**src/rtl/trace_request_queue.sv**
```systemverilog
// rtl/trace_request_queue.sv - timestamp-gated request FIFO between trace parser and scheduler
// Optional TRQ_STATS_EN adds max_count / stall_cycles statistics outputs.

package trace_request_queue_pkg;
  typedef enum logic [1:0] {
    READ   = 2'd0,
    WRITE  = 2'd1,
    IFETCH = 2'd2,
    NOP    = 2'd3
  } parsed_op_t;
endpackage

module trace_request_queue
  import trace_request_queue_pkg::*;
#(
  parameter int DEPTH         = 16,
  parameter int ADDRESS_WIDTH = 33,
  parameter int TIME_WIDTH    = 64,
  localparam int CW           = $clog2(DEPTH) + 1
) (
  input  logic                     clk,
  input  logic                     rst,
  input  logic                     in_valid,
  output logic                     in_ready,
  input  logic [TIME_WIDTH-1:0]    in_time,
  input  parsed_op_t               in_op,
  input  logic [ADDRESS_WIDTH-1:0] in_address,
  output logic                     out_valid,
  input  logic                     out_ready,
  output parsed_op_t               out_op,
  output logic [ADDRESS_WIDTH-1:0] out_address,
  output logic [TIME_WIDTH-1:0]    out_time,
  output logic [TIME_WIDTH-1:0]    cycle,
  output logic [CW-1:0]            count,
  output logic                     order_err
`ifdef TRQ_STATS_EN
  ,
  output logic [CW-1:0]            max_count,
  output logic [31:0]              stall_cycles
`endif
);

  localparam int PW = $clog2(DEPTH);

  typedef struct packed {
    parsed_op_t                 op;
    logic [ADDRESS_WIDTH-1:0]   address;
    logic [TIME_WIDTH-1:0]      ts;
  } entry_t;

  entry_t                mem [DEPTH];
  entry_t                head;
  entry_t                held;
  logic [PW-1:0]         wr_ptr;
  logic [PW-1:0]         rd_ptr;
  logic [TIME_WIDTH-1:0] last_time;
  logic [CW-1:0]         count_next;
  logic                  push;
  logic                  store;
  logic                  pop;
  logic                  not_empty;

  assign not_empty = (count != '0);
  assign in_ready  = (count < CW'(DEPTH));
  assign push      = in_valid && in_ready;
  assign store     = push && (in_op != NOP);
  assign out_valid = not_empty && (mem[rd_ptr].ts <= cycle);
  assign pop       = out_valid && out_ready;

  // Outputs track the live head; once empty they show the last head seen.
  assign head        = not_empty ? mem[rd_ptr] : held;
  assign out_op      = head.op;
  assign out_address = head.address;
  assign out_time    = head.ts;

  always_comb begin
    count_next = count;
    unique case ({store, pop})
      2'b10:   count_next = count + 1'b1;
      2'b01:   count_next = count - 1'b1;
      default: count_next = count;
    endcase
  end

  // Storage needs no reset: pointers and count define which slots are live.
  always_ff @(posedge clk) begin
    if (store) begin
      mem[wr_ptr] <= '{op: in_op, address: in_address, ts: in_time};
    end
  end

  always_ff @(posedge clk or posedge rst) begin
    if (rst) begin
      cycle     <= '0;
      count     <= '0;
      wr_ptr    <= '0;
      rd_ptr    <= '0;
      last_time <= '0;
      order_err <= 1'b0;
      held      <= '{op: NOP, address: '0, ts: '0};
    end else begin
      cycle     <= (cycle == '1) ? cycle : cycle + 1'b1;
      count     <= count_next;
      order_err <= store && (in_time < last_time);
      if (store) begin
        wr_ptr    <= wr_ptr + 1'b1;
        last_time <= in_time;
      end
      if (pop) begin
        rd_ptr <= rd_ptr + 1'b1;
      end
      if (not_empty) begin
        held <= mem[rd_ptr];
      end
    end
  end

`ifdef TRQ_STATS_EN
  always_ff @(posedge clk or posedge rst) begin
    if (rst) begin
      max_count    <= '0;
      stall_cycles <= '0;
    end else begin
      if (count_next > max_count) begin
        max_count <= count_next;
      end
      if (in_valid && !in_ready && (stall_cycles != '1)) begin
        stall_cycles <= stall_cycles + 1'b1;
      end
    end
  end
`endif

endmodule
```
**config.mk**
```make
export PLATFORM = sky130hd
export DESIGN_NAME = trace_request_queue
export DESIGN_NICKNAME = d
export VERILOG_FILES = /design/src/rtl/trace_request_queue.sv
export SDC_FILE = /design/constraint.sdc
export NUM_CORES = 2
export LEC_CHECK = 0
export ABC_AREA = 0
export BUFFER_PORTS_ARGS = -buffer_cell sky130_fd_sc_hd__buf_2
export CAP_MARGIN = 20
export CORE_ASPECT_RATIO = 0.8
export CORE_MARGIN = 3
export CORE_UTILIZATION = 30
export CTS_BUF_LIST = sky130_fd_sc_hd__clkbuf_8
export CTS_CLUSTER_DIAMETER = 100
export DETAILED_ROUTE_END_ITERATION = 10
export SLEW_MARGIN = 0
export SYNTH_ARGS = -nofsm -noshare
export SYNTH_HDL_FRONTEND = slang
export SYNTH_SLANG_ARGS = --single-unit
```
**constraint.sdc**
```tcl
create_clock -name clk -period 8.4 [get_ports clk]
set_clock_uncertainty 0.2 [all_clocks]
set_input_delay 0.42 -clock clk [delete_from_list [all_inputs] [get_ports clk]]
set_output_delay 0.42 -clock clk [all_outputs]
set_load 0.01 [all_outputs]
```
==> impl_summary.txt <==
----------------------------------------------------
[Floorplan]
  Std cell rows ... 161
  Core footprint ... 241,000 µm²
  I/O pin count ... 274
  Starting density of the core ... 30.3%
  Die Span X ... 558 µm
  Total die area ... 249,000 µm²
  Vertical extent of the die ... 447 µm

[Timing]
  Unrepaired setup endpoints after global routing ... no
  Normalized max-slew margin ... 22.8%
  Ratio of final minimum period to clock period ... 77.3%
  Pins Over Slew Limit ... 0
  Setup Total Neg Slack ... 0 ns
  Final-report hold violation count ... 0
  Minimum clock period ... 6.49 ns
  Slew at the pin closest to its max-slew limit ... 1.16 ns
  Count of endpoints failing setup in the final report ... 0
  Maximum clock frequency ... 0.154 GHz

[Setup path]
  Kind of start point of the critical path ... flop
  Critical path start-end classification ... reg2out
  Type of element capturing the critical path ... primary output
  Required time of the critical path ... 7.78 ns
  CP cell instances ... buf_12, buf_12, buf_4, buf_4, mux2_2, a21oi_1, o21ai_0, o221ai_1, o21ai_0, buf_2
  Largest fanout of any net on the critical path ... 82
  Critical path's largest stage delay ... 0.92 ns
  Number of buffers and inverters on the critical path ... 5
  Crit path max-delay cell type ... dfrtp_4
  Arrival time of data at the critical path endpoint ... 5.87 ns
  CP delay by family, top ... buffers and inverters

[Synthesis]
  Most used flip-flop cell after synthesis ... edfxtp_1
  Post-synthesis async set-or-reset flop share ... 13.2%
  Number of synthesized flops with an enable pin ... 1,584
  Count leader, synth ... edfxtp_1
  Number of instances in the synthesized netlist ... 4,190
  Share of the synthesized area in the top cell type ... 65.1%
  Top cell type by total area after synthesis ... edfxtp_1
  Syn_nets ... 4,431
  Share of the yosys chip area belonging to registers ... 73.4%
  Avg Cell Area, Syn ... 17.4 µm²
  Most numerous cell types in the synthesized netlist ... 1,584 x edfxtp_1, 298 x mux2i_1, 295 x nand2_1, 282 x o21ai_0, 239 x dfrtp_1
  Number of flip-flops and latches in the synthesized netlist ... 1,825
  Post-synth design cell area ... 73,000 µm²
  Synth top area cells ... edfxtp_1 65%, dfrtp_1 8.2%, mux4_2 6.1%
  Yosys warnings ... 0
  Post-synthesis cell type count ... 63

[Global route]
  Met1 Use GR ... 21.8%
  Remaining global-route overflow ... 0
  Number of antenna violations at the first check in global routing ... 34
  Met3 Use GR ... 3.62%
  Via count of the first global-routing pass ... 41,300
  Total global-route track usage ... 16.3%
  Maximum number of pins on one net before global-route repair ... 136
  M2 GR Usage ... 26.2%
  Layer carrying the most global-route usage ... met2
  First-pass GRT wire length ... 297,000 µm

[Placed design]
  Total of buffers placed on input and output ports ... 273
  HPWL after DPL ... 119,000 µm
  Final GP Congestion ... 0.776
  Post-Place Cells ... 7,535

[Detailed routing]
  Post-route ant nets ... 0
  Per-cell via count in the routed design ... 4.95
  First DRT Iteration DRCs ... 3,417
  Detailed-route via count ... 40,700
  Post-route DRC violation count ... 0
  Final routed wirelength across all metal layers ... 206,000 µm
  First-pass iteration count of the detailed router ... 7
  Average wire per cell in the routed design ... 25.0 µm

[Clock tree]
  Clk sinks ... 1,825
  Clock tree buffer depth ... 4
  Number of gates resized after CTS ... 0
  Total number of H-tree levels ... 5
  Number of CTS-inserted buffers ... 322
  CTS tree ... done
  Count of buffers added by post-CTS timing repair for setup ... 0
  Clock transition at the registers of the reported paths ... 0.06 ns
  Total of hold buffers inserted after clock tree synthesis ... 105
  CTS root buf ... clkbuf_8
  Clock insertion delay at the later pin of the skew report ... 1.05 ns

[Power]
  Share of power burned in the clock network ... 26.8%
  Int Pwr ... 18.2 mW
  Lkg Pwr ... 29.8 nW
  Part of the power in registers ... 39.2%
  Sw Share ... 34.8%
  Fraction of power consumed by combinational cells ... 34.0%
  Ratio of total power to cell area ... 327 nW/µm²
  Switching pwr ... 9.74 mW
  Maximum resistive drop on vdd ... 0.000237 V

[Layout]
  Non-filler cells in the finished layout ... 8,223
  Post-synthesis to final-layout area growth ... 17.3%
  Layout cells sized above 1 ... 23.5%
  Nets ... 5,029

[Min path]
  Tightest Hold Check Type ... in2reg

[Status]
  Status ... finished, final reports clean

[Job]
  Max-cap violations ... 0

----------------------------------------------------
-- cells by family (layout without fill, tap and decap cells) --
logic type | count (synthesis) | in the layout | synth area share (%)
DFF | 1825 | 1825 | 73.4
AOI/OAI and AO/OA | 676 | 676 | 5.73
muxes | 660 | 660 | 12.7
and+or+nand+nor | 478 | 478 | 3.04
buffers and inverters | 339 | 1174 | 1.85
adders and majority gates | 138 | 138 | 2.37
xor gates and xnor gates | 74 | 74 | 0.888
other | 0 | 20 | 0
-- stage by stage --
| stage | power (mW) | worst slack (ns) | cell area (µm²) | util [%] | hold slack, ns |
|---|---|---|---|---|---|
| 2_1_floorplan | 17.0 | 1.17 | 73000 | - | 0.282 |
| 6_report | 28.0 | 1.91 | 85700 | 35.5 | 0.142 |
| 3_3_place_gp | 20.6 | 1.79 | 78600 | 32.6 | 0.268 |
| 5_1_grt | 29.5 | 1.48 | 85600 | 35.5 | 0.0877 |
| 4_1_cts | 28.3 | 1.62 | 85500 | 35.4 | 0.0179 |
| 3_5_place_dp | 20.7 | 1.89 | 78700 | 32.6 | 0.279 |
-- routing by layer --
metal / vias to the layer above / part of all wire (%)
met4: 14 / 3.1
met1: 21200 / 43
met3: 322 / 6.5
li1: 17800 / -
met5: - / 0.037
met2: 1340 / 47
-- state kept, by name, indices dropped and copies added (netlist names) --
| signal | cells |
|---|---|
| cycle | 64 |
| order_err | 1 |
| rd_ptr | 4 |
| last_time | 64 |
| count | 5 |
| mem | 1584 |
| wr_ptr | 4 |
| held | 99 |
-- cell type report --
cell class                 count  area, µm²
fill                       22600     156000
sequential                  1825      53600
multi-input combinational   2026      18300
clock buffer                 355       4890
tap                         3178       3980
timing repair buffer         474       3390
clock inverter               206        948
inverter                     139        529
antenna                       20       50.0
-- power groups by stage --
stage	logic (mW)	registers [mW]	clock network (mW)
3_3_place_gp	9.48	11.1	0
4_1_cts	9.65	11.0	7.69
2_1_floorplan	5.98	11.0	0
5_1_grt	10.3	11.0	8.14
6_report	9.52	11.0	7.50
3_5_place_dp	9.56	11.1	0
-- path summary, 6_finish.rpt --
check	slack, ns	start	to	cells after the start
hold / removal	0.14	in_address[18]	mem[13][82]$_DFFE_PP_	2
hold reg to reg	0.29	held[82]$_DFF_PP0_	held[82]$_DFF_PP0_	2
setup / recovery	1.91	rd_ptr[0]$_DFFE_PP0P_	out_address[7]	10
min in group asynchronous	0.45	rst	held[73]$_DFF_PP0_	4
max in group asynchronous	6.19	rst	rd_ptr[1]$_DFFE_PP0P_	5
setup reg to reg	1.99	rd_ptr[0]$_DFFE_PP0P_	count[4]$_DFFE_PP0P_	23
-- placed cells by master, fill, tap and decap left out, types with 6 or more instances in the layout --
cell	instances
a21o_1	17
dlygate4sd3_1	105
buf_4	79
ha_1	137
nand3_1	25
buf_2	273
o21ai_0	281
and2_1	6
clkbuf_8	355
mux2_2	164
mux2i_1	298
and3_1	7
nand4_1	36
a21oi_1	151
a22oi_1	63
a221oi_1	66
nor3_1	18
clkinv_2	27
nor2_1	24
clkinv_1	55
dfrtp_1	235
diode_2	20
nor2_4	13
buf_12	12
nand2_1	294
edfxtp_1	1584
xor2_1	6
mux4_2	198
nor4_1	7
nor4_2	6
xnor2_1	68
o221ai_1	70
inv_1	250
Power figures use the tool's default switching activity.
